## src/rtl/cook_sequencer.sv

```systemverilog
// Microwave control and timekeeping core: keypad entry into an M:SS BCD time
// register, cook/pause/done sequencing, and a per-second countdown with display blanking.
module cook_sequencer #(
    parameter int TICKS_PER_SEC = 10
) (
    input  logic       clock,
    input  logic       reset,
    input  logic [9:0] keypad,
    input  logic       startn,
    input  logic       stopn,
    input  logic       clearn,
    input  logic       door_closed,
    output logic       mag_on,
    output logic [3:0] min_bcd,
    output logic [3:0] sec_tens_bcd,
    output logic [3:0] sec_ones_bcd,
    output logic [2:0] blank_digits,
    output logic [1:0] state,
    output logic       done
);

    localparam int PW = (TICKS_PER_SEC > 2) ? $clog2(TICKS_PER_SEC) : 1;

    typedef enum logic [1:0] {
        IDLE  = 2'd0,
        COOK  = 2'd1,
        PAUSE = 2'd2,
        DONE  = 2'd3
    } state_t;

    state_t        state_q, state_d;
    logic [3:0]    min_q, min_d;
    logic [3:0]    tens_q, tens_d;
    logic [3:0]    ones_q, ones_d;
    logic [PW-1:0] presc_q, presc_d;
    logic          done_q, done_d;
    logic          startn_q, stopn_q;
    logic [9:0]    keypad_q;

    logic          start_press, stop_press, key_press;
    logic [3:0]    key_digit;
    logic          time_zero;
    logic [11:0]   dec_val;

    // Borrow chain across the three BCD digits; seconds roll over to 59.
    function automatic logic [11:0] dec_time(input logic [3:0] m,
                                             input logic [3:0] t,
                                             input logic [3:0] o);
        if (o != 4'd0)
            return {m, t, o - 4'd1};
        else if (t != 4'd0)
            return {m, t - 4'd1, 4'd9};
        else
            return {m - 4'd1, 4'd5, 4'd9};
    endfunction

    assign start_press = startn_q & ~startn;
    assign stop_press  = stopn_q & ~stopn;
    assign key_press   = (keypad != 10'd0) && ((keypad & (keypad - 10'd1)) == 10'd0)
                         && (keypad_q == 10'd0);
    assign time_zero   = (min_q == 4'd0) && (tens_q == 4'd0) && (ones_q == 4'd0);
    assign dec_val     = dec_time(min_q, tens_q, ones_q);

    always_comb begin
        key_digit = 4'd0;
        for (int i = 0; i < 10; i++) begin
            if (keypad[i]) key_digit = 4'(i);
        end
    end

    always_comb begin
        state_d = state_q;
        min_d   = min_q;
        tens_d  = tens_q;
        ones_d  = ones_q;
        presc_d = presc_q;
        done_d  = 1'b0;

        if (!clearn) begin
            state_d = IDLE;
            min_d   = 4'd0;
            tens_d  = 4'd0;
            ones_d  = 4'd0;
        end else begin
            unique case (state_q)
                COOK: begin
                    if (!door_closed || stop_press) begin
                        state_d = PAUSE;
                    end else if (presc_q == PW'(TICKS_PER_SEC - 1)) begin
                        presc_d = '0;
                        {min_d, tens_d, ones_d} = dec_val;
                        if (dec_val == 12'd0) begin
                            state_d = DONE;
                            done_d  = 1'b1;
                        end
                    end else begin
                        presc_d = presc_q + PW'(1);
                    end
                end
                DONE: begin
                    if (!door_closed) begin
                        state_d = IDLE;
                    end else if (stop_press) begin
                        state_d = IDLE;
                        min_d   = 4'd0;
                        tens_d  = 4'd0;
                        ones_d  = 4'd0;
                    end else if (key_press) begin
                        // Entry after a finished cook starts from a fresh 0:00.
                        state_d = IDLE;
                        min_d   = 4'd0;
                        tens_d  = 4'd0;
                        ones_d  = key_digit;
                    end
                end
                PAUSE: begin
                    if (stop_press) begin
                        state_d = IDLE;
                        min_d   = 4'd0;
                        tens_d  = 4'd0;
                        ones_d  = 4'd0;
                    end else if (start_press && door_closed && !time_zero) begin
                        state_d = COOK;
                        presc_d = '0;
                    end
                end
                default: begin
                    if (start_press && door_closed && !time_zero) begin
                        state_d = COOK;
                        presc_d = '0;
                    end else if (key_press) begin
                        min_d  = tens_q;
                        tens_d = ones_q;
                        ones_d = key_digit;
                    end
                end
            endcase
        end
    end

    always_ff @(posedge clock) begin
        if (reset) begin
            state_q  <= IDLE;
            min_q    <= 4'd0;
            tens_q   <= 4'd0;
            ones_q   <= 4'd0;
            presc_q  <= '0;
            done_q   <= 1'b0;
            startn_q <= startn;
            stopn_q  <= stopn;
            keypad_q <= keypad;
        end else begin
            state_q  <= state_d;
            min_q    <= min_d;
            tens_q   <= tens_d;
            ones_q   <= ones_d;
            presc_q  <= presc_d;
            done_q   <= done_d;
            startn_q <= startn;
            stopn_q  <= stopn;
            keypad_q <= keypad;
        end
    end

    assign mag_on       = (state_q == COOK);
    assign min_bcd      = min_q;
    assign sec_tens_bcd = tens_q;
    assign sec_ones_bcd = ones_q;
    assign blank_digits = {min_q == 4'd0, (min_q == 4'd0) && (tens_q == 4'd0), 1'b0};
    assign state        = state_q;
    assign done         = done_q;

endmodule

```

## config.mk

```make
export PLATFORM = sky130hd
export DESIGN_NAME = cook_sequencer
export DESIGN_NICKNAME = d
export VERILOG_FILES = /design/src/rtl/cook_sequencer.sv
export SDC_FILE = /design/constraint.sdc
export NUM_CORES = 1
export LEC_CHECK = 0
export ABC_AREA = 1
export CAP_MARGIN = 20
export CORE_MARGIN = 2
export CORE_UTILIZATION = 40
export CTS_BUF_LIST = sky130_fd_sc_hd__clkbuf_16
export DETAILED_ROUTE_END_ITERATION = 7
export GPL_TIMING_DRIVEN = 0
export PLACE_DENSITY = 0.74
export SETUP_SLACK_MARGIN = 0.3
export SYNTH_ARGS = -nofsm -noshare
export SYNTH_HDL_FRONTEND = slang
export SYNTH_SLANG_ARGS = --single-unit
```

## constraint.sdc

```tcl
create_clock -name clock -period 2.2 [get_ports clock]
set_clock_uncertainty 0.1 [all_clocks]
set_input_delay 0.44 -clock clock [delete_from_list [all_inputs] [get_ports clock]]
set_output_delay 0.44 -clock clock [all_outputs]
set_load 0.01 [all_outputs]
```

==> metrics.md <==
| Metric | Value |
|---|---|
| Largest net degree at the start of global routing | 11 |
| Top cell type's share of synthesized area | 31.4% |
| Buffers on Ports | 33 |
| Cell Area, Synth | 1970 µm² |
| GRT Overall Usage | 17.8% |
| Unrepaired setup endpoints after global routing | yes |
| CP Launch Type | register |
| Period minus WS final | 1.83 ns |
| Share of power burned in registers | 44.1% |
| Clock Path Buffers | 2 |
| CP Data Required Time | 1.66 ns |
| Net Count, Synth | 338 |
| Routed wire length | 4580 µm |
| H-tree depth | 2 |
| Fin. max-slew vios | 0 |
| Cell breakdown of the critical path | inv_1 > ha_2 > nand2_2 > nor2_2 > clkdlybuf4s15_2 |
| Core Region | 4750 µm² |
| Worst-path maximum fanout | 5 |
| Fin. Hold Viols | 0 |
| ANT cells | 0 |
| Starting density of the core | 41.5% |
| P&R area growth vs syn | 34.4% |
| CTS root buffer | clkbuf_16 |
| Post-Syn Instances | 319 |
| Fraction of layout cells with a size suffix above 1 | 18.1% |
| Via count | 2046 |
| Grt total ovfl | 0 |
| Status | finished clean |
| Crit-path max cell delay | 0.33 ns |
| IO Count | 35 |
| Most frequent cells in the layout | 87 x nand2_1, 49 x inv_1, 42 x nor2_1, 26 x dfxtp_1, 19 x clkdlybuf4s50_1 |
| P_leak | 1.30 nW |
| Num CTS Buffers | 5 |
| Seq/Total Area, Yosys | 31.4% |
| Mean post-synth cell area | 6.19 µm² |
| First-pass GRT wire length | 7600 µm |
| Die height | 74.3 µm |
| Routed WL per cell | 10.5 µm |
| Yosys reg bits | 31 |
| Arr. time, crit path | 1.29 ns |
| Vias in the first global route | 1752 |
| First-pass iteration count of the detailed router | 4 |
| Net Sw Frac | 21.9% |
| Critical path type | register to primary output |
| Fin cells | 438 |
| Placer congestion estimate | 0.871 |
| CP delay by family, top | flip-flops |
| Pwr per Cell Area | 494 nW/µm² |
| HPWL after detailed placement | 3450 µm |
| Clk pwr share | 47.9% |
| Max Cap Viol | 0 |
| Setup crit end kind | primary output |
| Yosys Warn Count | 0 |
| # fillers | 471 |
| # setup viols final | 0 |
| Worst hold margin | 0.199 ns |
| Switching power | 0.000287 W |
| Slowest library cell on the worst path | dfxtp_2 |
| CTS tree | built |
| Routed Antenna Nets | 0 |
| Die area | 5510 µm² |
| Clock slew at reported path FFs | 0.05 ns |
| Most area-consuming cells after synthesis | dfxtp_1 31%, nand2_1 18%, inv_1 9.3%, nor2_1 8.7%, nand3_1 4.8% |
| Initial antenna violation count | 0 |
| Dpl cells | 419 |
| Chip width | 74.3 µm |
| Peak VDD IR | 0.291 mV |
| Most common cell after layout, fill and taps aside | nand2_1 |
| Combinational share of power | 8.0% |
| Bufs and invs on worst path | 2 |
| Worst hold path type | input port to register |
| Post-synth top area cell | dfxtp_1 |
| Core Rows | 25 |
| Synth cell types | 30 |
| CTS hold repair buffers | 0 |
| Achievable clock frequency | 546 MHz |
| DRC | 0 |
| Via density | 4.67 |
| Final nets | 389 |
| DRT iter0 DRCs | 156 |
| Clock sink total | 31 |
| Period utilization | 83.2% |
| Internal Power | 0.00102 W |
| Latest clock arrival within the worst-skew pair | 0.28 ns |
## what timing repair did
| item | in CTS | in global routing |
|---|---|---|
| endpoints found under the setup margin | 19 | 23 |
| pin swaps | 4 | 11 |
| gates resized for setup | 20 | 36 |
| setup buffers | 1 | 10 |
## path summary, 6_finish.rpt
check                  start         endpoint  slack, ns  cells after the start
max               min_bcd[0]  blank_digits[2]       0.37                      5
min                    stopn          stopn_q       0.20                      1
max reg2reg  sec_tens_bcd[2]         state[0]       0.42                     12
min reg2reg       presc_q[3]       presc_q[3]       0.39                      2
## final cells by class
type	count	area [µm²]	area share [%]
Buffer	3	20.0	0.754
Clock buffer	5	125	4.71
Clock inverter	3	11.3	0.424
Inverter	52	203	7.64
Multi-Input combinational cell	233	1190	44.8
Sequential cell	31	627	23.6
Tap cell	67	83.8	3.16
Timing Repair Buffer	44	395	14.9
## state kept, by name, summed over array words and instances, names as in the netlist
name	flops
done	1
sec_tens_bcd	4
sec_ones_bcd	4
min_bcd	4
startn_q	1
state	2
stopn_q	1
presc_q	4
keypad_q	10
## synthesized netlist by cell type
cell type	number
ha_1	3
nand3_2	1
nor3_1	5
a21oi_2	1
nor2_2	1
nor2_4	7
nand2_2	3
o211ai_1	1
nand4_1	2
or2_1	1
inv_2	2
xor2_1	2
inv_1	49
buf_2	2
a31oi_1	2
nand2_4	5
dfxtp_1	31
nand2_1	94
nor2_1	46
o31ai_1	2
conb_1	1
nand3_1	19
o21ai_1	5
buf_4	1
nand3b_1	2
a21oi_1	10
o21ai_2	1
o22ai_1	4
clkinv_4	1
o21ai_0	15
## power groups by stage
stage / Combinational (W) / Clock, W / Sequential [W]
2_1_floorplan: 0.0000528 / 0 / 0.000589
3_3_place_gp: 0.0000995 / 0 / 0.000589
3_5_place_dp: 0.000100 / 0 / 0.000589
4_1_cts: 0.0000980 / 0.000640 / 0.000578
5_1_grt: 0.000117 / 0.000672 / 0.000579
6_report: 0.000105 / 0.000627 / 0.000578
## per-layer routing
| metal | up-vias | wire, µm | part of all wire (%) | global-route usage [%] |
|---|---|---|---|---|
| met5 | - | 0 | 0 | 0 |
| met4 | 0 | 76 | 1.7 | 7.34 |
| met1 | 901 | 2190 | 48 | 23.8 |
| met3 | 5 | 221 | 4.8 | 4.74 |
| met2 | 44 | 2100 | 46 | 27.3 |
| li1 | 1096 | - | - | - |
## per-stage QoR
stage | area, µm² | setup TNS (ns) | utilization (%) | total power (W) | setup WS (ns)
floorplan | 1970 | 0 | - | 0.000641 | 0.424
global placement | 2390 | -1.11 | 50.2 | 0.000688 | -0.166
detailed placement | 2390 | -1.61 | 50.2 | 0.000689 | -0.198
CTS | 2530 | 0 | 53.3 | 0.00132 | 0.250
global route | 2650 | 0 | 55.8 | 0.00137 | 0.275
finish | 2650 | 0 | 55.8 | 0.00131 | 0.369
## cells by family after synthesis
kind of cell	after synthesis	share of synthesized area, %
compound gates	41	11.5
simple gates	186	43.0
buf+inv	55	11.0
flops	31	31.4
xor+xnor	2	0.887
other cells	1	0.190
fa+ha+maj	3	1.90
(Power assumes the default switching activity.)
